===== src/rtl/gemm_sequencer.sv =====
// Signed GEMM sequencer: one A*B read per cycle, then drain and write per C element. Done follows start by M*N*(K+2)+1 cycles.
// Stall freezes issue, drain and write in place. A product already in flight is still accumulated.
module gemm_sequencer #(
  parameter int DATA_WIDTH = 8,
  parameter int ROWS_A     = 4,
  parameter int COLS_A     = 4,
  parameter int COLS_B     = 4,
  parameter int ADDR_WIDTH = 4
) (
  input  logic                  clk,
  input  logic                  reset,
  input  logic                  start,
  input  logic                  mode_sat,
  input  logic                  stall,
  output logic                  busy,
  output logic                  done,
  output logic                  en_ReadMat_A,
  output logic                  en_ReadMat_B,
  output logic [ADDR_WIDTH-1:0] rowAddr_A,
  output logic [ADDR_WIDTH-1:0] colAddr_A,
  output logic [ADDR_WIDTH-1:0] rowAddr_B,
  output logic [ADDR_WIDTH-1:0] colAddr_B,
  input  logic [DATA_WIDTH-1:0] readData_A,
  input  logic [DATA_WIDTH-1:0] readData_B,
  output logic                  en_WriteMat_C,
  output logic [ADDR_WIDTH-1:0] rowAddr_C,
  output logic [ADDR_WIDTH-1:0] colAddr_C,
  output logic [DATA_WIDTH-1:0] writeData_C
);

  localparam int PROD_W = 2 * DATA_WIDTH;
  localparam int ACC_W  = 2 * DATA_WIDTH + $clog2(COLS_A) + 1;

  localparam logic [ADDR_WIDTH-1:0] LAST_I = ADDR_WIDTH'(ROWS_A - 1);
  localparam logic [ADDR_WIDTH-1:0] LAST_J = ADDR_WIDTH'(COLS_B - 1);
  localparam logic [ADDR_WIDTH-1:0] LAST_K = ADDR_WIDTH'(COLS_A - 1);

  localparam logic signed [ACC_W-1:0] SAT_MAX =
    {{(ACC_W - DATA_WIDTH + 1){1'b0}}, {(DATA_WIDTH - 1){1'b1}}};
  localparam logic signed [ACC_W-1:0] SAT_MIN =
    {{(ACC_W - DATA_WIDTH + 1){1'b1}}, {(DATA_WIDTH - 1){1'b0}}};

  typedef enum logic [2:0] {
    S_IDLE,
    S_RUN,
    S_DRAIN,
    S_WRITE,
    S_DONE
  } state_t;

  typedef struct packed {
    logic [ADDR_WIDTH-1:0] i;
    logic [ADDR_WIDTH-1:0] j;
    logic [ADDR_WIDTH-1:0] k;
  } idx_t;

  state_t                   state_q, state_d;
  idx_t                     idx_q, idx_d;
  logic signed [ACC_W-1:0]  acc_q, acc_d;
  logic                     vld_q, vld_d;
  logic                     mode_q, mode_d;

  logic signed [PROD_W-1:0] prod;
  logic signed [ACC_W-1:0]  prod_ext;
  logic [DATA_WIDTH-1:0]    conv_dat;

  assign prod     = $signed(readData_A) * $signed(readData_B);
  assign prod_ext = {{(ACC_W - PROD_W){prod[PROD_W-1]}}, prod};

  always_comb begin
    conv_dat = acc_q[DATA_WIDTH-1:0];
    if (mode_q) begin
      if (acc_q > SAT_MAX) begin
        conv_dat = SAT_MAX[DATA_WIDTH-1:0];
      end else if (acc_q < SAT_MIN) begin
        conv_dat = SAT_MIN[DATA_WIDTH-1:0];
      end
    end
  end

  always_comb begin
    state_d       = state_q;
    idx_d         = idx_q;
    acc_d         = acc_q;
    vld_d         = 1'b0;
    mode_d        = mode_q;
    busy          = 1'b0;
    done          = 1'b0;
    en_ReadMat_A  = 1'b0;
    en_ReadMat_B  = 1'b0;
    rowAddr_A     = '0;
    colAddr_A     = '0;
    rowAddr_B     = '0;
    colAddr_B     = '0;
    en_WriteMat_C = 1'b0;
    rowAddr_C     = '0;
    colAddr_C     = '0;
    writeData_C   = '0;

    // Read data arrives one cycle after its strobe, whatever the state or stall.
    if (vld_q) begin
      acc_d = acc_q + prod_ext;
    end

    case (state_q)
      S_IDLE: begin
        if (start) begin
          state_d = S_RUN;
          idx_d   = '0;
          acc_d   = '0;
          mode_d  = mode_sat;
        end
      end

      S_RUN: begin
        busy      = 1'b1;
        rowAddr_A = idx_q.i;
        colAddr_A = idx_q.k;
        rowAddr_B = idx_q.k;
        colAddr_B = idx_q.j;
        if (!stall) begin
          en_ReadMat_A = 1'b1;
          en_ReadMat_B = 1'b1;
          vld_d        = 1'b1;
          if (idx_q.k == LAST_K) begin
            idx_d.k = '0;
            state_d = S_DRAIN;
          end else begin
            idx_d.k = idx_q.k + 1'b1;
          end
        end
      end

      S_DRAIN: begin
        busy = 1'b1;
        if (!stall) begin
          state_d = S_WRITE;
        end
      end

      S_WRITE: begin
        busy        = 1'b1;
        rowAddr_C   = idx_q.i;
        colAddr_C   = idx_q.j;
        writeData_C = conv_dat;
        if (!stall) begin
          // A write coinciding with reset is suppressed so it never lands.
          en_WriteMat_C = ~reset;
          acc_d         = '0;
          if (idx_q.j == LAST_J) begin
            idx_d.j = '0;
            if (idx_q.i == LAST_I) begin
              idx_d.i = '0;
              state_d = S_DONE;
            end else begin
              idx_d.i = idx_q.i + 1'b1;
              state_d = S_RUN;
            end
          end else begin
            idx_d.j = idx_q.j + 1'b1;
            state_d = S_RUN;
          end
        end
      end

      S_DONE: begin
        busy    = 1'b1;
        done    = 1'b1;
        state_d = S_IDLE;
      end

      default: begin
        state_d = S_IDLE;
      end
    endcase
  end

  always_ff @(posedge clk) begin
    if (reset) begin
      state_q <= S_IDLE;
      idx_q   <= '0;
      acc_q   <= '0;
      vld_q   <= 1'b0;
      mode_q  <= 1'b0;
    end else begin
      state_q <= state_d;
      idx_q   <= idx_d;
      acc_q   <= acc_d;
      vld_q   <= vld_d;
      mode_q  <= mode_d;
    end
  end

endmodule


===== config.mk =====
export PLATFORM = sky130hd
export DESIGN_NAME = gemm_sequencer
export DESIGN_NICKNAME = d
export VERILOG_FILES = /design/src/rtl/gemm_sequencer.sv
export SDC_FILE = /design/constraint.sdc
export NUM_CORES = 1
export LEC_CHECK = 0
export CAP_MARGIN = 5
export CORE_UTILIZATION = 55
export CTS_CLUSTER_DIAMETER = 60
export CTS_CLUSTER_SIZE = 30
export DETAILED_ROUTE_END_ITERATION = 16
export PLACE_DENSITY = 0.87
export SLEW_MARGIN = 5
export SYNTH_ARGS = -nofsm -noshare
export SYNTH_HDL_FRONTEND = slang
export SYNTH_SLANG_ARGS = --single-unit

===== constraint.sdc =====
create_clock -name clk -period 9.2 [get_ports clk]
set_clock_uncertainty 0.05 [all_clocks]
set_input_delay 2.3 -clock clk [delete_from_list [all_inputs] [get_ports clk]]
set_output_delay 2.3 -clock clk [all_outputs]
set_load 0.01 [all_outputs]

## Word level (Yosys, flattened, before mapping)

Index checks and enable logic that the tools add are counted.

| storage, ports and cells | value |
|---|---|
| register bits | 36 |
| bits in latches | 0 |
| memory bits (writable) | 0 |
| bits in read-only memories | 0 |
| output and inout port bits | 37 |
| memories kept | 0 |

| operators by class | value |
|---|---|
| add/subtract/negate cells | 4 |
| multipliers | 1 |
| divide/modulo/power cells | 0 |
| $lt $le $gt $ge | 2 |
| equal/unequal tests | 13 |
| shifts and indexed selects | 0 |
| mux-type cells | 36 |
| bitwise operators | 1 |
| reductions and logical operators | 9 |

Operator list:

| kind | count |
|---|---|
| $mux 19 | 3 |
| $mux 4 | 10 |
| $mux 8 | 5 |
| $pmux 19 s2 | 1 |
| $mux 3 | 7 |
| $add 19x16->19 | 1 |
| $gt 19x8->1 const B | 1 |
| $lt 19x8->1 const B | 1 |
| $mul 8x8->16 | 1 |
| $pmux 8 s2 | 1 |
| $add 4x1->4 const B | 3 |
| $eq 4x2->1 const B | 3 |
| $mux 12 | 1 |
| $ne 2x2->1 const B | 6 |
| $pmux 3 s4 | 1 |
| $pmux 4 s2 | 1 |
| $eq 3x2->1 const B | 2 |
| $mux 1 | 6 |
| $reduce_and 3->1 | 2 |
| $reduce_and 5->1 | 1 |
| $reduce_and 4->1 | 1 |
| $reduce_bool 2->1 | 2 |
| $reduce_or 4->1 | 1 |
| $eq 3x1->1 const B | 1 |
| other kinds (4) | 4 |

## Longest topological paths before layout

| depth | value |
|---|---|
| depth in word-level cells | 5 |
| depth in mapped cells | 18 |

## Least setup slack after synthesis

OpenSTA, ideal clock, no wires.

| timing | value |
|---|---|
| kind | input to register |
| from | input readData_B[1] |
| to | register acc_q[18] |
| arrival | 6.862 ns |
| data required time | 9.071 ns |
| setup slack | 2.209 ns |
| stages | 16 |
| path through | clkbuf_1 -> and2_1 -> fa_1 -> inv_1 -> fa_1 -> inv_1 -> fa_1 -> fa_1 -> ha_1 -> ha_1 -> and3_4 -> nand3_2 -> or3b_4 -> a221oi_4 -> xnor2_1 -> a211oi_2 |

| on the way | value |
|---|---|
| cells in the longest elaborated chain, start to end | 5 |

Ends and longest elaborated chain:

| element | RTL line | RTL |
|---|---|---|
| start, declared | 24 | `input logic [DATA_WIDTH-1:0] readData_B,` |
| $mul 8x8->16 (*) | 67 | `assign prod = $signed(readData_A) * $signed(readData_B);` |
| $add 19x16->19 (*) | 102 | `acc_d = acc_q + prod_ext;` |
| $mux 19 (*) | 101 | `if (vld_q) begin` |
| $mux 19 (on tied branches) | 146, 107 |  |
| $pmux 19 s2 (*) | 105 | `case (state_q)` |
| end signal, assigned | 182 | `acc_q <= '0;` |
| end signal, assigned | 188 | `acc_q <= acc_d;` |
| end, declared | 59 | `logic signed [ACC_W-1:0] acc_q, acc_d;` |

Every way passes the cells marked *; elsewhere a longest branch is shown, timed or not.
A chain may end at the register's enable or synchronous reset.

## Worst setup path in the final report

| timing | value |
|---|---|
| from | input readData_B[0] |
| to | register acc_q[16] |

The elaborated chain is that of the path after synthesis.

==> insert_results.sql <==
INSERT INTO impl_metrics (metric_group, metric, value, unit) VALUES
('worst_hold_path', 'min_from', 'idx_q[1]', ''),
('grt', 'leftover_overflow_at_the_end_of_global_routing', '0', ''),
('power_and_ir_drop', 'cellInternalPower', '0.0007531', 'W'),
('sta', 'min_period_over_period', '0.8485', ''),
('drt', 'dr.first_iter.drc_count', '176', ''),
('logic_synthesis', 'asyncSetResetFlopFracSynth', '0', ''),
('power_and_ir_drop', 'ir_drop', '139.4', 'uV'),
('sta', 'final.setup.tns', '0', 'ns'),
('floorplanning', 'ioPinCount', '58', ''),
('clocking', 'post-cts-setup-buffer-count', '0', ''),
('grt', 'grt_pass1_vias', '4486', ''),
('floorplanning', 'die-height', '100.5', 'microns'),
('floorplanning', 'floorplan.initialDensity', '0.5716', ''),
('finish', 'growth_of_design_area_from_synthesis_to_finish', '13.96', '%'),
('clocking', 'cts_tree', 'done', ''),
('floorplanning', 'floorplan.rows', '35', ''),
('logic_synthesis', 'adder_cell_fraction_of_synth_area', '0.4257', ''),
('clocking', 'cts_hold_buffers', '0', ''),
('setup_path', 'critPathRequiredTime', '9.35', 'ns'),
('worst_hold_path', 'timing.hold.worst.class', 'flop to flop', ''),
('setup_path', 'critical_path_class', 'input port to flop', ''),
('sta', 'slew_headroom', '0.1808', ''),
('power_and_ir_drop', 'report.power.total', '0.001517', 'W'),
('finish', 'area.sequential', '720.7', 'sq um'),
('grt', 'grt_first_pass_wirelength', '19970', 'microns'),
('sta', 'setup_viol', '0', ''),
('sta', 'hold_viol', '0', ''),
('drt', 'drt-vias-per-instance', '5.401', ''),
('drt', 'routed_via_count', '4180', ''),
('clocking', 'number_of_cts_inserted_buffers', '5', ''),
('run_status', 'run_status', 'finished clean', ''),
('clocking', 'insertion_delay', '0.29', 'ns'),
('floorplanning', 'die_area', '10090', 'sq um'),
('placed_design', 'place.gp.congestion', '0.8776', ''),
('setup_path', 'path_max_fanout', '12', ''),
('drt', 'drt-total-wl', '11460', 'microns'),
('finish', 'area_of_the_multi_input_gates', '4158', 'sq um'),
('setup_path', 'crit_start', 'readData_B[0]', ''),
('floorplanning', 'width_of_the_die', '100.5', 'microns'),
('clocking', 'post_cts_resize_count', '0', ''),
('grt', 'globalRouteTotalUtil', '0.2450', ''),
('power_and_ir_drop', 'switching_fraction_of_total_power', '0.5035', ''),
('logic_synthesis', 'combinational_family_with_the_most_area_after_synthesis', 'adder cells', ''),
('logic_synthesis', 'post_synth_and_or_nand_nor_area_fraction', '0.2194', ''),
('power_and_ir_drop', 'total_leakage_power', '2.708', 'nW'),
('finish', 'num_antenna_cells', '0', ''),
('run', 'drv.max_cap_violation_count', '0', ''),
('logic_synthesis', 'primary_flip_flop_cell_chosen_by_synthesis_mapping', 'sky130_fd_sc_hd__dfxtp_1', ''),
('sta', 'finalMaxSlewViolations', '0', ''),
('power_and_ir_drop', 'combinational_share_of_power', '0.793', ''),
('logic_synthesis', 'synth_enable_flop_cells', '0', ''),
('finish', 'fin_nets', '796', ''),
('drt', 'post_drt_wl_per_cell', '14.81', 'microns'),
('finish', 'layout-drive-gt1-share', '0.02636', ''),
('sta', 'fin_worst_hold_slack', '0.4735', 'ns'),
('logic_synthesis', 'synthesis.instances', '598', ''),
('logic_synthesis', 'synthDistinctLibCells', '51', ''),
('clocking', 'htree_num_levels', '2', ''),
('power_and_ir_drop', 'pwr_density_cell', '249.7', 'nW/um^2'),
('floorplanning', 'fp.coreArea', '9328', 'sq um'),
('logic_synthesis', 'post_synth_mux_area_share', '0.02464', ''),
('placed_design', 'dp_hpwl', '9663', 'microns'),
('sta', 'tightestPinTransition', '1.226', 'ns'),
('logic_synthesis', 'seq_area_frac_synth', '0.1352', ''),
('clocking', 'clkTransAtPathRegs', '0.07', 'ns'),
('logic_synthesis', 'synthesis.yosys.warnings', '0', ''),
('setup_path', 'worst_setup_path_start_kind', 'input port', ''),
('sta', 'fmaxAchievable', '0.1281', 'GHz'),
('logic_synthesis', 'mappedNetlistArea', '5331', 'sq um'),
('grt', 'grt_max_degree', '35', ''),
('power_and_ir_drop', 'power_frac_seq', '0.129', '');
-- stage by stage --
step	std cells	utilization	setup slack [ns]	instance area, sq um
CTS	774	0.6514	1.421	6076
global placement	766	0.6409	1.277	5978
finish	774	0.6514	1.394	6076
floorplan	598	-	2.209	5331
global route	774	0.6514	1.207	6076
detailed placement	766	0.6409	1.161	5978
-- kinds of logic (layout without fill, tap and decap cells) --
family	count (synthesis)	after routing
AOI/OAI and AO/OA	59	59
DFF	36	36
xor gates and xnor gates	23	23
and+or+nand+nor	221	221
buffers and inverters	115	162
adders and majority gates	131	131
muxes	13	13
-- registers in the layout, summed over array words and instances (netlist names) --
register / count
acc_q: 19
idx_q: 12
state_q: 3
mode_q: 1
vld_q: 1
-- worst paths after layout --
path	cells past startpoint	slack [ns]	endpoint
setup / recovery	16	1.39	acc_q[16]
setup reg to reg	16	4.37	acc_q[16]
hold reg to reg	2	0.47	idx_q[1]
hold / removal	2	0.47	idx_q[1]
-- cell usage in the layout, fill, tap and decap left out, types with 6 or more instances in the layout --
cell type,netlist,routed
sky130_fd_sc_hd__a21oi_1,20,20
sky130_fd_sc_hd__and2_1,53,53
sky130_fd_sc_hd__clkbuf_8,0,6
sky130_fd_sc_hd__clkdlybuf4s50_1,0,57
sky130_fd_sc_hd__dfxtp_1,36,36
sky130_fd_sc_hd__fa_1,84,84
sky130_fd_sc_hd__ha_1,47,47
sky130_fd_sc_hd__inv_1,94,94
sky130_fd_sc_hd__mux2i_1,12,12
sky130_fd_sc_hd__nand2_1,39,39
sky130_fd_sc_hd__nand3_1,13,13
sky130_fd_sc_hd__nand3b_1,10,10
sky130_fd_sc_hd__nand4_1,6,6
sky130_fd_sc_hd__nor2_1,58,58
sky130_fd_sc_hd__nor3_1,7,7
sky130_fd_sc_hd__nor3b_1,7,7
sky130_fd_sc_hd__o21ai_0,7,7
sky130_fd_sc_hd__o21ai_1,7,7
sky130_fd_sc_hd__xnor2_1,17,17
sky130_fd_sc_hd__xor2_1,6,6
-- cells in the mapped netlist, drive strengths merged, types with 3 or more instances --
library cell | instances | area [sq um]
a211oi | 6 | 50.05
a21o | 3 | 22.52
a21oi | 21 | 108.9
and2 | 53 | 331.6
buf | 8 | 51.30
clkbuf | 11 | 41.29
dfxtp | 36 | 720.7
fa | 84 | 1682
ha | 47 | 588.1
inv | 95 | 356.6
mux2i | 12 | 120.1
nand2 | 39 | 146.4
nand2b | 5 | 31.28
nand3 | 14 | 75.07
nand3b | 10 | 75.07
nand4 | 6 | 37.54
nand4b | 3 | 26.28
nor2 | 58 | 217.7
nor2b | 5 | 31.28
nor3 | 7 | 35.03
nor3b | 7 | 52.55
nor4 | 4 | 25.02
o21a | 3 | 22.52
o21ai | 14 | 70.06
o21bai | 3 | 22.52
xnor2 | 17 | 148.9
xor2 | 6 | 52.55
-- power by group through the flow --
stage          sequential (W)  combinational (W)  clock (W)
6_report             0.000195            0.00120   0.000119
5_1_grt              0.000199            0.00135   0.000128
4_1_cts              0.000195            0.00120   0.000120
3_5_place_dp         0.000198            0.00119          0
3_3_place_gp         0.000197            0.00113          0
2_1_floorplan        0.000186           0.000937          0
-- critical path, cell delays in order --
cell                              delay [ns]
sky130_fd_sc_hd__clkdlybuf4s50_1        0.63
sky130_fd_sc_hd__and2_1                 0.60
sky130_fd_sc_hd__inv_1                  0.16
sky130_fd_sc_hd__fa_1                   0.53
sky130_fd_sc_hd__inv_1                  0.05
sky130_fd_sc_hd__fa_1                   0.51
sky130_fd_sc_hd__fa_1                   0.45
sky130_fd_sc_hd__fa_1                   0.60
sky130_fd_sc_hd__fa_1                   0.43
sky130_fd_sc_hd__ha_1                   0.36
sky130_fd_sc_hd__o21ai_0                0.13
sky130_fd_sc_hd__o21ai_0                0.20
sky130_fd_sc_hd__or3b_4                 0.44
sky130_fd_sc_hd__a21oi_1                0.23
sky130_fd_sc_hd__xnor2_1                0.10
sky130_fd_sc_hd__a211oi_1               0.23
-- cell type report --
class,instances,area share
Clock buffer,6,0.01359
Clock inverter,2,0.002471
Inverter,96,0.05931
Multi-Input combinational cell,447,0.6843
Sequential cell,36,0.1186
Tap cell,129,0.02657
Timing Repair Buffer,58,0.09514
-- layer usage --
metal	global-route usage	wire length [microns]
met1	0.2999	4808
met2	0.4473	5998
met3	0.03398	384
met4	0.07358	272
met5	0	0
Note: power is estimated with default switching activity, not from simulation.
